## src/rtl/disp_scan_ctrl_pkg.sv

```systemverilog
// Shared constants for the 7-segment scan controller: nibble width and default
// timing (clocks per digit slot, anti-ghost blanking clocks).
package disp_scan_ctrl_pkg;

  localparam int unsigned HEX_W         = 4;
  localparam int unsigned DEF_N_DIGITS  = 8;
  localparam int unsigned DEF_SCAN_DIV  = 50000;
  localparam int unsigned DEF_BLANK_CYC = 16;

endpackage

```

## src/rtl/disp_scan_ctrl_scan_prescaler.sv

```systemverilog
// Slot prescaler: free-running 0..SCAN_DIV-1 counter, end-of-slot tick and a
// look-ahead flag telling whether the next clock falls inside the blanking window.
module scan_prescaler
  import disp_scan_ctrl_pkg::*;
#(
  parameter int unsigned SCAN_DIV  = DEF_SCAN_DIV,
  parameter int unsigned BLANK_CYC = DEF_BLANK_CYC
) (
  input  logic i_clk,
  input  logic i_rst_n,
  output logic o_tick,
  output logic o_blank_nxt
);

  localparam int unsigned CW = (SCAN_DIV > 2) ? $clog2(SCAN_DIV) : 1;

  logic [CW-1:0] r_cnt;
  logic [CW-1:0] w_cnt_nxt;
  logic          w_tick;

  assign w_tick    = (r_cnt == CW'(SCAN_DIV - 1));
  assign w_cnt_nxt = w_tick ? '0 : r_cnt + 1'b1;

  always_ff @(posedge i_clk or negedge i_rst_n) begin
    if (!i_rst_n) begin
      r_cnt <= '0;
    end else begin
      r_cnt <= w_cnt_nxt;
    end
  end

  // Outputs downstream are registered, so they need the blanking state of the
  // cycle about to start rather than the current one.
  assign o_tick      = w_tick;
  assign o_blank_nxt = (w_cnt_nxt < CW'(BLANK_CYC));

endmodule

```

## src/rtl/disp_scan_ctrl.sv

```systemverilog
// Time-multiplexed scan controller for a common-anode 7-segment display with a
// frame-coherent shadow of the displayed value and leading-zero blanking.
module disp_scan_ctrl
  import disp_scan_ctrl_pkg::*;
#(
  parameter int unsigned N_DIGITS  = DEF_N_DIGITS,
  parameter int unsigned SCAN_DIV  = DEF_SCAN_DIV,
  parameter int unsigned BLANK_CYC = DEF_BLANK_CYC
) (
  input  logic                      clk,
  input  logic                      rst_n,
  input  logic [HEX_W*N_DIGITS-1:0] data,
  input  logic [N_DIGITS-1:0]       points,
  input  logic [N_DIGITS-1:0]       blank,
  input  logic                      lzb,
  input  logic                      upd_req,
  output logic                      upd_ack,
  output logic                      frame_start,
  output logic [N_DIGITS-1:0]       an,
  output logic [HEX_W-1:0]          hex,
  output logic                      point,
  output logic                      le
);

  localparam int unsigned IW = (N_DIGITS > 1) ? $clog2(N_DIGITS) : 1;
  localparam int unsigned DW = HEX_W * N_DIGITS;

  logic                w_tick;
  logic                w_blank_nxt;
  logic                w_wrap;
  logic                w_cap;
  logic [IW-1:0]       w_idx_nxt;

  logic [IW-1:0]       r_idx;
  logic [DW-1:0]       r_shd_data;
  logic [N_DIGITS-1:0] r_shd_pts;
  logic [N_DIGITS-1:0] r_shd_blk;

  logic [DW-1:0]       w_shd_data_nxt;
  logic [N_DIGITS-1:0] w_shd_pts_nxt;
  logic [N_DIGITS-1:0] w_shd_blk_nxt;

  logic                w_zero_run;
  logic [N_DIGITS-1:0] w_lz;
  logic [N_DIGITS-1:0] w_an_nxt;
  logic [HEX_W-1:0]    w_hex_nxt;
  logic                w_point_nxt;
  logic                w_le_nxt;

  logic [N_DIGITS-1:0] r_an;
  logic [HEX_W-1:0]    r_hex;
  logic                r_point;
  logic                r_le;
  logic                r_upd_ack;
  logic                r_frame_start;

  scan_prescaler #(
    .SCAN_DIV  (SCAN_DIV),
    .BLANK_CYC (BLANK_CYC)
  ) u_prescaler (
    .i_clk       (clk),
    .i_rst_n     (rst_n),
    .o_tick      (w_tick),
    .o_blank_nxt (w_blank_nxt)
  );

  assign w_wrap    = w_tick && (r_idx == IW'(N_DIGITS - 1));
  assign w_cap     = w_wrap && upd_req;
  assign w_idx_nxt = w_tick ? (w_wrap ? '0 : r_idx + 1'b1) : r_idx;

  // Output registers are loaded from the post-capture shadow so the first slot
  // of a frame already shows freshly captured data.
  assign w_shd_data_nxt = w_cap ? data   : r_shd_data;
  assign w_shd_pts_nxt  = w_cap ? points : r_shd_pts;
  assign w_shd_blk_nxt  = w_cap ? blank  : r_shd_blk;

  always_ff @(posedge clk or negedge rst_n) begin
    if (!rst_n) begin
      r_idx      <= '0;
      r_shd_data <= '0;
      r_shd_pts  <= '0;
      r_shd_blk  <= '1;
    end else begin
      r_idx      <= w_idx_nxt;
      r_shd_data <= w_shd_data_nxt;
      r_shd_pts  <= w_shd_pts_nxt;
      r_shd_blk  <= w_shd_blk_nxt;
    end
  end

  // Leading-zero chain walks from the most significant digit downward.
  always_comb begin
    w_zero_run = 1'b1;
    w_lz       = '0;
    for (int unsigned k = 0; k < N_DIGITS; k++) begin
      w_zero_run = w_zero_run & (w_shd_data_nxt[(N_DIGITS-1-k)*HEX_W +: HEX_W] == '0);
      if (k != N_DIGITS - 1) begin
        w_lz[N_DIGITS-1-k] = lzb & w_zero_run;
      end
    end
  end

  always_comb begin
    w_an_nxt = '1;
    if (!w_blank_nxt) begin
      w_an_nxt[w_idx_nxt] = 1'b0;
    end
    w_hex_nxt   = w_shd_data_nxt[w_idx_nxt*HEX_W +: HEX_W];
    w_point_nxt = w_shd_pts_nxt[w_idx_nxt];
    w_le_nxt    = w_shd_blk_nxt[w_idx_nxt] | w_lz[w_idx_nxt];
  end

  always_ff @(posedge clk or negedge rst_n) begin
    if (!rst_n) begin
      r_an          <= '1;
      r_hex         <= '0;
      r_point       <= 1'b0;
      r_le          <= 1'b1;
      r_upd_ack     <= 1'b0;
      r_frame_start <= 1'b0;
    end else begin
      r_an          <= w_an_nxt;
      r_hex         <= w_hex_nxt;
      r_point       <= w_point_nxt;
      r_le          <= w_le_nxt;
      r_upd_ack     <= w_cap;
      r_frame_start <= w_wrap;
    end
  end

  assign an          = r_an;
  assign hex         = r_hex;
  assign point       = r_point;
  assign le          = r_le;
  assign upd_ack     = r_upd_ack;
  assign frame_start = r_frame_start;

endmodule

```

## config.mk

```make
export PLATFORM = sky130hd
export DESIGN_NAME = disp_scan_ctrl
export DESIGN_NICKNAME = d
export VERILOG_FILES = /design/src/rtl/disp_scan_ctrl_pkg.sv /design/src/rtl/disp_scan_ctrl_scan_prescaler.sv /design/src/rtl/disp_scan_ctrl.sv
export SDC_FILE = /design/constraint.sdc
export NUM_CORES = 1
export LEC_CHECK = 0
export BUFFER_PORTS_ARGS = -buffer_cell sky130_fd_sc_hd__buf_2
export CORE_MARGIN = 5
export CORE_UTILIZATION = 50
export CTS_BUF_LIST = sky130_fd_sc_hd__clkbuf_8
export CTS_CLUSTER_DIAMETER = 150
export DETAILED_ROUTE_END_ITERATION = 8
export PLACE_DENSITY = 0.77
export RECOVER_POWER = 50
export SYNTH_ARGS = -nofsm -noshare
export SYNTH_HDL_FRONTEND = slang
export SYNTH_SLANG_ARGS = --single-unit
```

## constraint.sdc

```tcl
create_clock -name clk -period 4.9 [get_ports clk]
set_input_delay 0.98 -clock clk [delete_from_list [all_inputs] [get_ports clk]]
set_output_delay 0.98 -clock clk [all_outputs]
set_load 0.005 [all_outputs]
```

Word-level counts from Yosys, hierarchy flattened
Cells that the tools add are included.

Add/sub/neg operators: 2. Order comparisons: 3. Equal/unequal tests: 2. Shift operators: 1. Mux-type cells: 15. Bitwise operators: 15. Reduce and logical (&&, ||, !) cells: 10.

Operator list (number): $mux W32 (1); $shiftx A32 B6 Y4 (1); $logic_not A4 Y1 (7); $mux W8 (3); $add A16 B1 Y16 const B (1); $eq A16 B16 Y1 const B (1); $lt A16 B5 Y1 const B (1); $mux W16 (1); $and A1 B1 Y1 (13); $bmux W1 S3 (3); $not A8 Y8 (1); $mux W3 (2); $lt A3 B4 Y1 const B (1); $mux W1 (4); $add A3 B1 Y3 const B (1); $demux W1 S3 (1); $eq A3 B3 Y1 const B (1); $ge A3 B1 Y1 const B (1); $logic_and A1 B1 Y1 (3); $or A1 B1 Y1 (1).

Bits in registers: 83. Bits of input ports: 52. Output and inout port bits: 16. Logic and storage cells: 59.

Logic depth before layout (Yosys ltp)
Gate-level depths: netlist of the first run.

Depth after elaboration: 15. Gate-level depth with buffers: 10. Depth with buffers taken out: 9.

Hierarchy
Synthesis of the first run repeated with hierarchy kept, for this count alone.

Cells, all modules: 431. Area, all modules: 4261.6 um^2.

Modules (own cells, without submodules): disp_scan_ctrl (times used 1, cells an instance 331, area each 3300.7 um^2, sequential area each 1697.9 um^2); scan_prescaler (times used 1, cells an instance 100, area each 960.9 um^2, sequential area each 400.4 um^2).

Worst setup path before layout of the first run
Ideal clock, no wire load.

Path type: register to register. Start: reg u_prescaler.r_cnt[7]. End: reg r_hex[0] (netlist: hex[0]). Library setup time: 0.134 ns. Arrival: 2.614 ns. Data required time: 4.766 ns. Path slack: 2.152 ns. Stages on the path, launching flop included: 9. Path buffers: 1. Period minus slack after synthesis: 2.748 ns. Path through: dfrtp_1 > or4b_4 > nor4_4 > mux2i_2 > inv_2 > buf_4 > or2_2 > o211ai_1 > nand4_1.

Word-level cells in the longest chain between the ends: 5. Elaborated cells on any way between the ends: 7. Those cells by class: eq/ne: 1; shift: 1; mux: 3; reduce/logical: 2.

Ends and longest elaborated chain: start, declared (RTL line disp_scan_ctrl_scan_prescaler.sv:17) `logic [CW-1:0] r_cnt;`; start signal, assigned (RTL line disp_scan_ctrl_scan_prescaler.sv:28) `r_cnt <= w_cnt_nxt;`; $eq A16 B16 Y1 (*) (RTL line disp_scan_ctrl_scan_prescaler.sv:21) `assign w_tick = (r_cnt == CW'(SCAN_DIV - 1));`; $logic_and A1 B1 Y1 (RTL line disp_scan_ctrl.sv:67) `assign w_wrap = w_tick && (r_idx == IW'(N_DIGITS - 1));`; $mux W3 (RTL line disp_scan_ctrl.sv:69) `assign w_idx_nxt = w_tick ? (w_wrap ? '0 : r_idx + 1'b1) : r_idx;`; $mux W3 (*) (RTL line disp_scan_ctrl.sv:69); net w_idx_nxt[2] (RTL line disp_scan_ctrl.sv:32) `logic [IW-1:0] w_idx_nxt;`; $shiftx A32 B6 Y4 (*) (RTL line disp_scan_ctrl.sv:108) `w_hex_nxt = w_shd_data_nxt[w_idx_nxt*HEX_W +: HEX_W];`; net w_hex_nxt[0] (RTL line disp_scan_ctrl.sv:46) `logic [HEX_W-1:0] w_hex_nxt;`; end signal, assigned (RTL line disp_scan_ctrl.sv:123) `r_hex <= w_hex_nxt;`; end, declared (RTL line disp_scan_ctrl.sv:51) `logic [HEX_W-1:0] r_hex;`.

Mark *: on every way through the listed nets, which the timed path passes. The rest lies on a longest branch.

Worst setup path after layout of the first run
Start: reg u_prescaler.r_cnt[7]. End: reg r_hex[1] (netlist: hex[1]).

Word-level cells in the longest chain between the ends: 5. Elaborated cells on any way between the ends: 7. Those cells by class: eq/ne: 1; shift: 1; mux: 3; reduce/logical: 2.

Ends and longest elaborated chain: $eq A16 B16 Y1 (RTL line disp_scan_ctrl_scan_prescaler.sv:21); $logic_and A1 B1 Y1 (RTL line disp_scan_ctrl.sv:67); $logic_and A1 B1 Y1 (RTL line disp_scan_ctrl.sv:68) `assign w_cap = w_wrap && upd_req;`; $mux W32 (RTL line disp_scan_ctrl.sv:73) `assign w_shd_data_nxt = w_cap ? data : r_shd_data;`; net w_shd_data_nxt[1] (RTL line disp_scan_ctrl.sv:39) `logic [DW-1:0] w_shd_data_nxt;`; $shiftx A32 B6 Y4 (RTL line disp_scan_ctrl.sv:108); net w_hex_nxt[1] (RTL line disp_scan_ctrl.sv:46).

The timed path passes the listed nets, and every way through them passes these cells.

==> metrics.txt, run 1 <==
status=finished, violations left; failing checks=max-capacitance violations, max-slew violations; Mapped Cells=380; Rows=32; fin crit period=3.61 ns; register bit total from synthesis=83; Critical Path RT=5.13 ns; total CTS buffers=9; crit path capture type=flip-flop; DRC=0; post-synth top area share=0.423; CTS resizes=0; # fillers=651; Final #Nets=506; Post-synth ARST share=1.00; fin crit share=0.737; die width=98.3 um; Inserted Diodes=0; antenna viol nets, final=0; DR top layer=met4; Post-Syn Nets=435; Syn. warnings=0; leading cell types by total area after synthesis=dfrtp_1 (42%), dfstp_2 (11%), nand2_1 (10%); clk_skew=0.0141 ns; Inst Count DP=542; post-route met1 wirelength=4200 um; dpl hpwl=7240 um; area grow syn2layout=15.6%; layout cells sized above 1=0.296; GP Congestion=0.895; Ports=68; H-tree depth=3; P_leak=0.00226 uW; synth unique cells=59; drt pass-1 iters=5; area leader, netlist=dfrtp_1; Worst slew margin=-0.327; Synth Area per Inst=10.3 sq um; Final Util=0.590; PD cells=260 mW/mm^2; Setup Buffers After CTS=0; post-route insts no fill=558; crit path launch type=flip-flop; hold buffers post-CTS=0; Sink Count=83; largest net degree at the start of global routing=84; routed length per instance=17.7 um; Slew @ Worst Pin=1.99 ns; Iteration-0 DRC Markers=280; Post-synth EDFFs=0; worst hold path class=reg -> reg; die span in y=98.3 um; met3 WL=725 um; vias in the first global route=3133; max-cap violations=1; Max clock buf depth=2; initial antenna violation count=0; CP Data Arrival Time=3.84 ns; Initial Utilization=0.510; clk_lat worst skew=0.37 ns; total grt overflow=0; met2 wire len=4760 um; highest clock rate=277 MHz; Crit Path Class=reg -> reg; setup TNS=0 ns; die area=0.00967 sq mm; VDD IR max=0.176 mV; # port buffers=67; CTS root buf=clkbuf_8; Cell Area, Synth=0.00390 sq mm; Vias=3166; number of vias per cell=5.67; share of the yosys chip area belonging to registers=0.538; first-pass GRT wire length=16100 um; final setup fails=0; RSZ-0062 raised after global routing=false; Final Max Tran Viols=84; wirelength, routed=9860 um; core footprint=0.00765 sq mm; Total Routing Usage GR=0.211; CTS clock-pin slew for the worst setup and hold paths=0.09 ns; Max FO, Critical Path=35; CTS tree=built; Final Hold Vio Count=0; sequential cell area=0.00210 sq mm; area of the multi-input gates=0.00172 sq mm; Primary FF master, synth=dfrtp_1
[worst max-delay path: stages (launching register included)]
cell and delay [ns]:
dfrtp_1 0.41, or4b_4 0.60, nor4_4 0.67, nand2_2 0.61, mux2_2 0.48, mux2_2 0.27, a222oi_1 0.29, nand3_1 0.11
[worst paths after layout]
check                                          start                    to  slack [ns]  cells past startpoint
worst max-delay path            u_prescaler.r_cnt[7]                hex[1]        1.29                      7
worst min-delay path                    r_shd_pts[4]          r_shd_pts[4]        0.48                      2
worst max register to register  u_prescaler.r_cnt[7]                hex[1]        1.29                      7
worst min register to register          r_shd_pts[4]          r_shd_pts[4]        0.48                      2
max in group asynchronous                      rst_n  u_prescaler.r_cnt[8]        2.56                      1
min in group asynchronous                      rst_n         r_shd_data[8]        1.18                      1
[synth_stat cells (all sizes together) (2+ instances only)]
cell type and instances:
buf 7, nor2b 2, mux2i 7, nor2 21
a22oi 4, a21oi 4, or4b 2, nand3 18
clkbuf 4, nand4 6, xnor2 7, a222oi 5
ha 3, nor4b 2, dfrtp 66, nand4b 2
nor3 3, or3 4, dfstp 17, mux2 21
o211ai 3, xor2 7, inv 5, nor4 15
and2 5, o31ai 3, o21ai 9, nand2 108
[state kept, by name, summed over array words and instances (netlist names)]
| name | cells |
|---|---|
| r_shd_data | 32 |
| u_prescaler.r_cnt | 16 |
| an | 8 |
| r_shd_blk | 8 |
| r_shd_pts | 8 |
| hex | 4 |
| r_idx | 3 |
| frame_start | 1 |
| le | 1 |
| point | 1 |
| upd_ack | 1 |
[power breakdown]
part	internal, uW	switching [uW]
Sequential	685	0
Clock	187	261
Combinational	15.7	23.8
Total	888	285
[metal layers]
metal	GRT usage	up-vias
li1	-	1493
met1	0.285	1532
met2	0.333	124
met3	0.0529	17
met4	0.0693	0
met5	0	-
[cells in the final DEF, fill, tap and decap left out, types with 8 or more instances in the layout]
cell and count:
o21ai_0 8, dfstp_2 17, nor2_1 20, dfrtp_1 66
nand3_1 18, buf_2 65, mux2_2 20, clkbuf_8 9
nor4_1 13, nand2_1 107
[stage by stage]
stage,setup WS (ns),power [uW],cell area (sq um),hold WS (ns)
6_report,1.29,1170,4510,0.483
5_1_grt,1.03,1220,4510,0.497
4_1_cts,1.29,1180,4510,0.476
3_5_place_dp,1.32,739,4340,0.454
3_3_place_gp,1.39,738,4340,0.448
2_1_floorplan,2.15,700,3900,0.434
[kinds of logic (layout without fill, tap and decap cells)]
logic type               count (synthesis)  in the layout  share of synthesized area
adder cells (fa/ha/maj)                  3              3                    0.00963
flip-flops                              83             83                      0.538
multiplexers                            28             28                     0.0805
buffers and inverters                   17             93                     0.0208
AO/OA/AOI/OAI                           38             38                     0.0719
XOR/XNOR                                14             14                     0.0314
AND/OR/NAND/NOR                        197            197                      0.248
[cell type report]
class / count / share of cell area
clock inverters: 7 / 0.0117
flip-flops and latches: 83 / 0.465
clock buffers: 9 / 0.0275
inverters: 6 / 0.00499
multi-input cells: 280 / 0.382
repair buffers: 71 / 0.0807
well taps: 102 / 0.0283
(Power assumes the default switching activity.)
==> run 2: changes to the inputs <==
--- a/config.mk
+++ b/config.mk
@@ -11,7 +11,7 @@
 export CTS_BUF_LIST = sky130_fd_sc_hd__clkbuf_8
 export CTS_CLUSTER_DIAMETER = 150
 export DETAILED_ROUTE_END_ITERATION = 8
-export PLACE_DENSITY = 0.77
+export PLACE_DENSITY = 0.8
 export RECOVER_POWER = 50
 export SYNTH_ARGS = -nofsm -noshare
 export SYNTH_HDL_FRONTEND = slang
==> constraint.sdc (replaced) <==
create_clock -name clk -period 3.2 [get_ports clk]
set_input_delay 0.64 -clock clk [delete_from_list [all_inputs] [get_ports clk]]
set_output_delay 0.64 -clock clk [all_outputs]
set_load 0.005 [all_outputs]
==> metrics.txt, run 2 (synthesis results as in run 1) <==
hold buffers post-CTS=0 (unchanged); largest net degree at the start of global routing=84 (unchanged); max FFs per register=32 (unchanged); fin crit period=2.95 ns (-0.656 ns); # fillers=628 (-3.5%); vias in the first global route=3296 (+5.2%); clk_skew=0.0140 ns (-0.0000429 ns); first-pass GRT wire length=16400 um (+2.4%); Worst slew margin=-0.331 (-0.00430); commonest non-fill, non-tap cell in the layout=nand2_1; failing checks=max-capacitance violations, max-slew violations; total CTS buffers=9 (unchanged); P_leak=0.00230 uW (+1.9%); CP Buf/Inv Count=1 (+1); number of vias per cell=5.69 (+0.31%); Initial Utilization=0.510 (unchanged); Final #Nets=512 (+1.2%); Setup Buffers After CTS=0 (unchanged); Final Hold Vio Count=0 (unchanged); CTS clock-pin slew for the worst setup and hold paths=0.09 ns (about the same); Slew @ Worst Pin=2.00 ns (+0.00645 ns); layout cells sized above 1=0.299 (+0.00265); RSZ-0062 raised after global routing=false; Total Routing Usage GR=0.213 (+0.00204); routed length per instance=17.5 um (-0.84%); biggest registers after layout=r_shd_data x32, u_prescaler.r_cnt x16; CP Data Arrival Time=3.22 ns (-0.62 ns); crit-path cells=or4b_4 -> nor4_4 -> buf_4 -> mux2i_1 -> nor2_1 -> o21ai_0 -> a21oi_1 -> o31ai_1; Reg-to-Reg Start=u_prescaler.r_cnt[7]; crit path to=le; H-tree depth=3 (unchanged); status=finished, violations left; Vias=3210 (+1.4%); # port buffers=67 (unchanged); dpl hpwl=7480 um (+3.2%); Max clock buf depth=2 (unchanged); Reg-to-Reg End=le; crit path capture type=flip-flop; clk_lat worst skew=0.35 ns (-0.02 ns); CP peak stage delay=0.64 ns (-0.03 ns); CTS tree=built; max-cap violations=1 (unchanged); Max FO, Critical Path=6 (-83%); Post-Place Setup Slack=0.284 ns (-1.04 ns); most frequent cells in the layout=nand2_1 (107), dfrtp_1 (66), buf_2 (63); Ports=68 (unchanged); Reg2Reg Depth=8 (+1); total grt overflow=0 (unchanged); core footprint=0.00765 sq mm (unchanged); setup ws final=0.246 ns (-1.04 ns); VDD IR max=0.293 mV (+66%); initial antenna violation count=0 (unchanged); Crit Path Class=reg -> reg; CP delay by family, top=simple AND/OR/NAND/NOR gates; highest clock rate=338 MHz (+22%); GP Congestion=0.958 (+7.0%); fin crit share=0.923 (+0.187); Iteration-0 DRC Markers=223 (-20%); setup TNS=0 ns (unchanged); DRC=0 (unchanged); die area=0.00967 sq mm (unchanged); drt pass-1 iters=6 (+1); Inserted Diodes=0 (unchanged); Critical Path RT=3.46 ns (-1.67 ns); Rows=32 (unchanged); PD cells=406 mW/mm^2 (+56%); setup slack, reg-to-reg=0.25 ns (-1.04 ns); Final Max Tran Viols=84 (unchanged); antenna viol nets, final=0 (unchanged); crit path launch type=flip-flop; die width=98.3 um (unchanged); area grow syn2layout=17.7%; worst hold path class=reg -> reg; CTS resizes=0 (unchanged); die span in y=98.3 um (unchanged); Sink Count=83 (unchanged); wirelength, routed=9880 um (+0.22%); Slowest-stage cell, CP=mux2i_1; CTS root buf=clkbuf_8; logic depth of the worst path, buffers included=8 (+1); final setup fails=0 (unchanged); CP startpoint=u_prescaler.r_cnt[7]; Largest Register=r_shd_data
[run 2: metal layers]
| layer | global-route usage | vias to the layer above | share of wire |
|---|---|---|---|
| met1 | 0.264 | 1544 | 0.41 |
| li1 | - | 1503 | - |
| met5 | 0 | - | 0 |
| met3 | 0.0629 | 21 | 0.077 |
| met4 | 0.0599 | 0 | 0.020 |
| met2 | 0.362 | 142 | 0.49 |
[run 2: worst reg2reg max path: cells and delay by family, from the launching register on]
family                 cells  cell delay (ns)
AOI/OAI and AO/OA          3             0.62
buffers and inverters      1             0.21
DFF                        1             0.41
muxes                      1             0.64
and+or+nand+nor            3             0.99
[run 2: final cells by class]
class / count / area (sq um) / area share
flip-flops and latches: 83 / 2100 / 0.457
multi-input cells: 280 / 1720 / 0.375
repair buffers: 77 / 419 / 0.0913
clock buffers: 10 / 138 / 0.0300
well taps: 102 / 128 / 0.0278
clock inverters: 6 / 63.8 / 0.0139
inverters: 6 / 22.5 / 0.00491
[run 2: stage by stage]
| step | utilization | instance area, sq um | instances | hold slack [ns] | power (uW) |
|---|---|---|---|---|---|
| after floorplan | - | 3900 | 380 | 0.344 | 1070 |
| after detailed placement | 0.575 | 4390 | 548 | 0.461 | 1130 |
| after global placement | 0.575 | 4390 | 548 | 0.458 | 1130 |
| after global routing | 0.600 | 4590 | 564 | 0.507 | 1940 |
| final | 0.600 | 4590 | 564 | 0.478 | 1860 |
| after CTS | 0.601 | 4600 | 564 | 0.478 | 1880 |
[run 2: worst min-delay path by stage]
| stage | start | end | slack [ns] | cells after the start |
|---|---|---|---|---|
| 5_1_grt | data[7] | r_shd_data[7] | 0.51 | 3 |
| 3_3_place_gp | r_shd_pts[5] | r_shd_pts[5] | 0.46 | 2 |
| 2_1_floorplan | rst_n | frame_start | 0.34 | 0 |
| 3_5_place_dp | r_shd_pts[5] | r_shd_pts[5] | 0.46 | 2 |
| 4_1_cts | r_shd_pts[5] | r_shd_pts[5] | 0.48 | 2 |
| 6_report | r_shd_pts[5] | r_shd_pts[5] | 0.48 | 2 |
[run 2: report_power, final]
group          switching, uW  internal, uW
Sequential                 0          1050
Clock                    374           382
Combinational           36.0          24.0
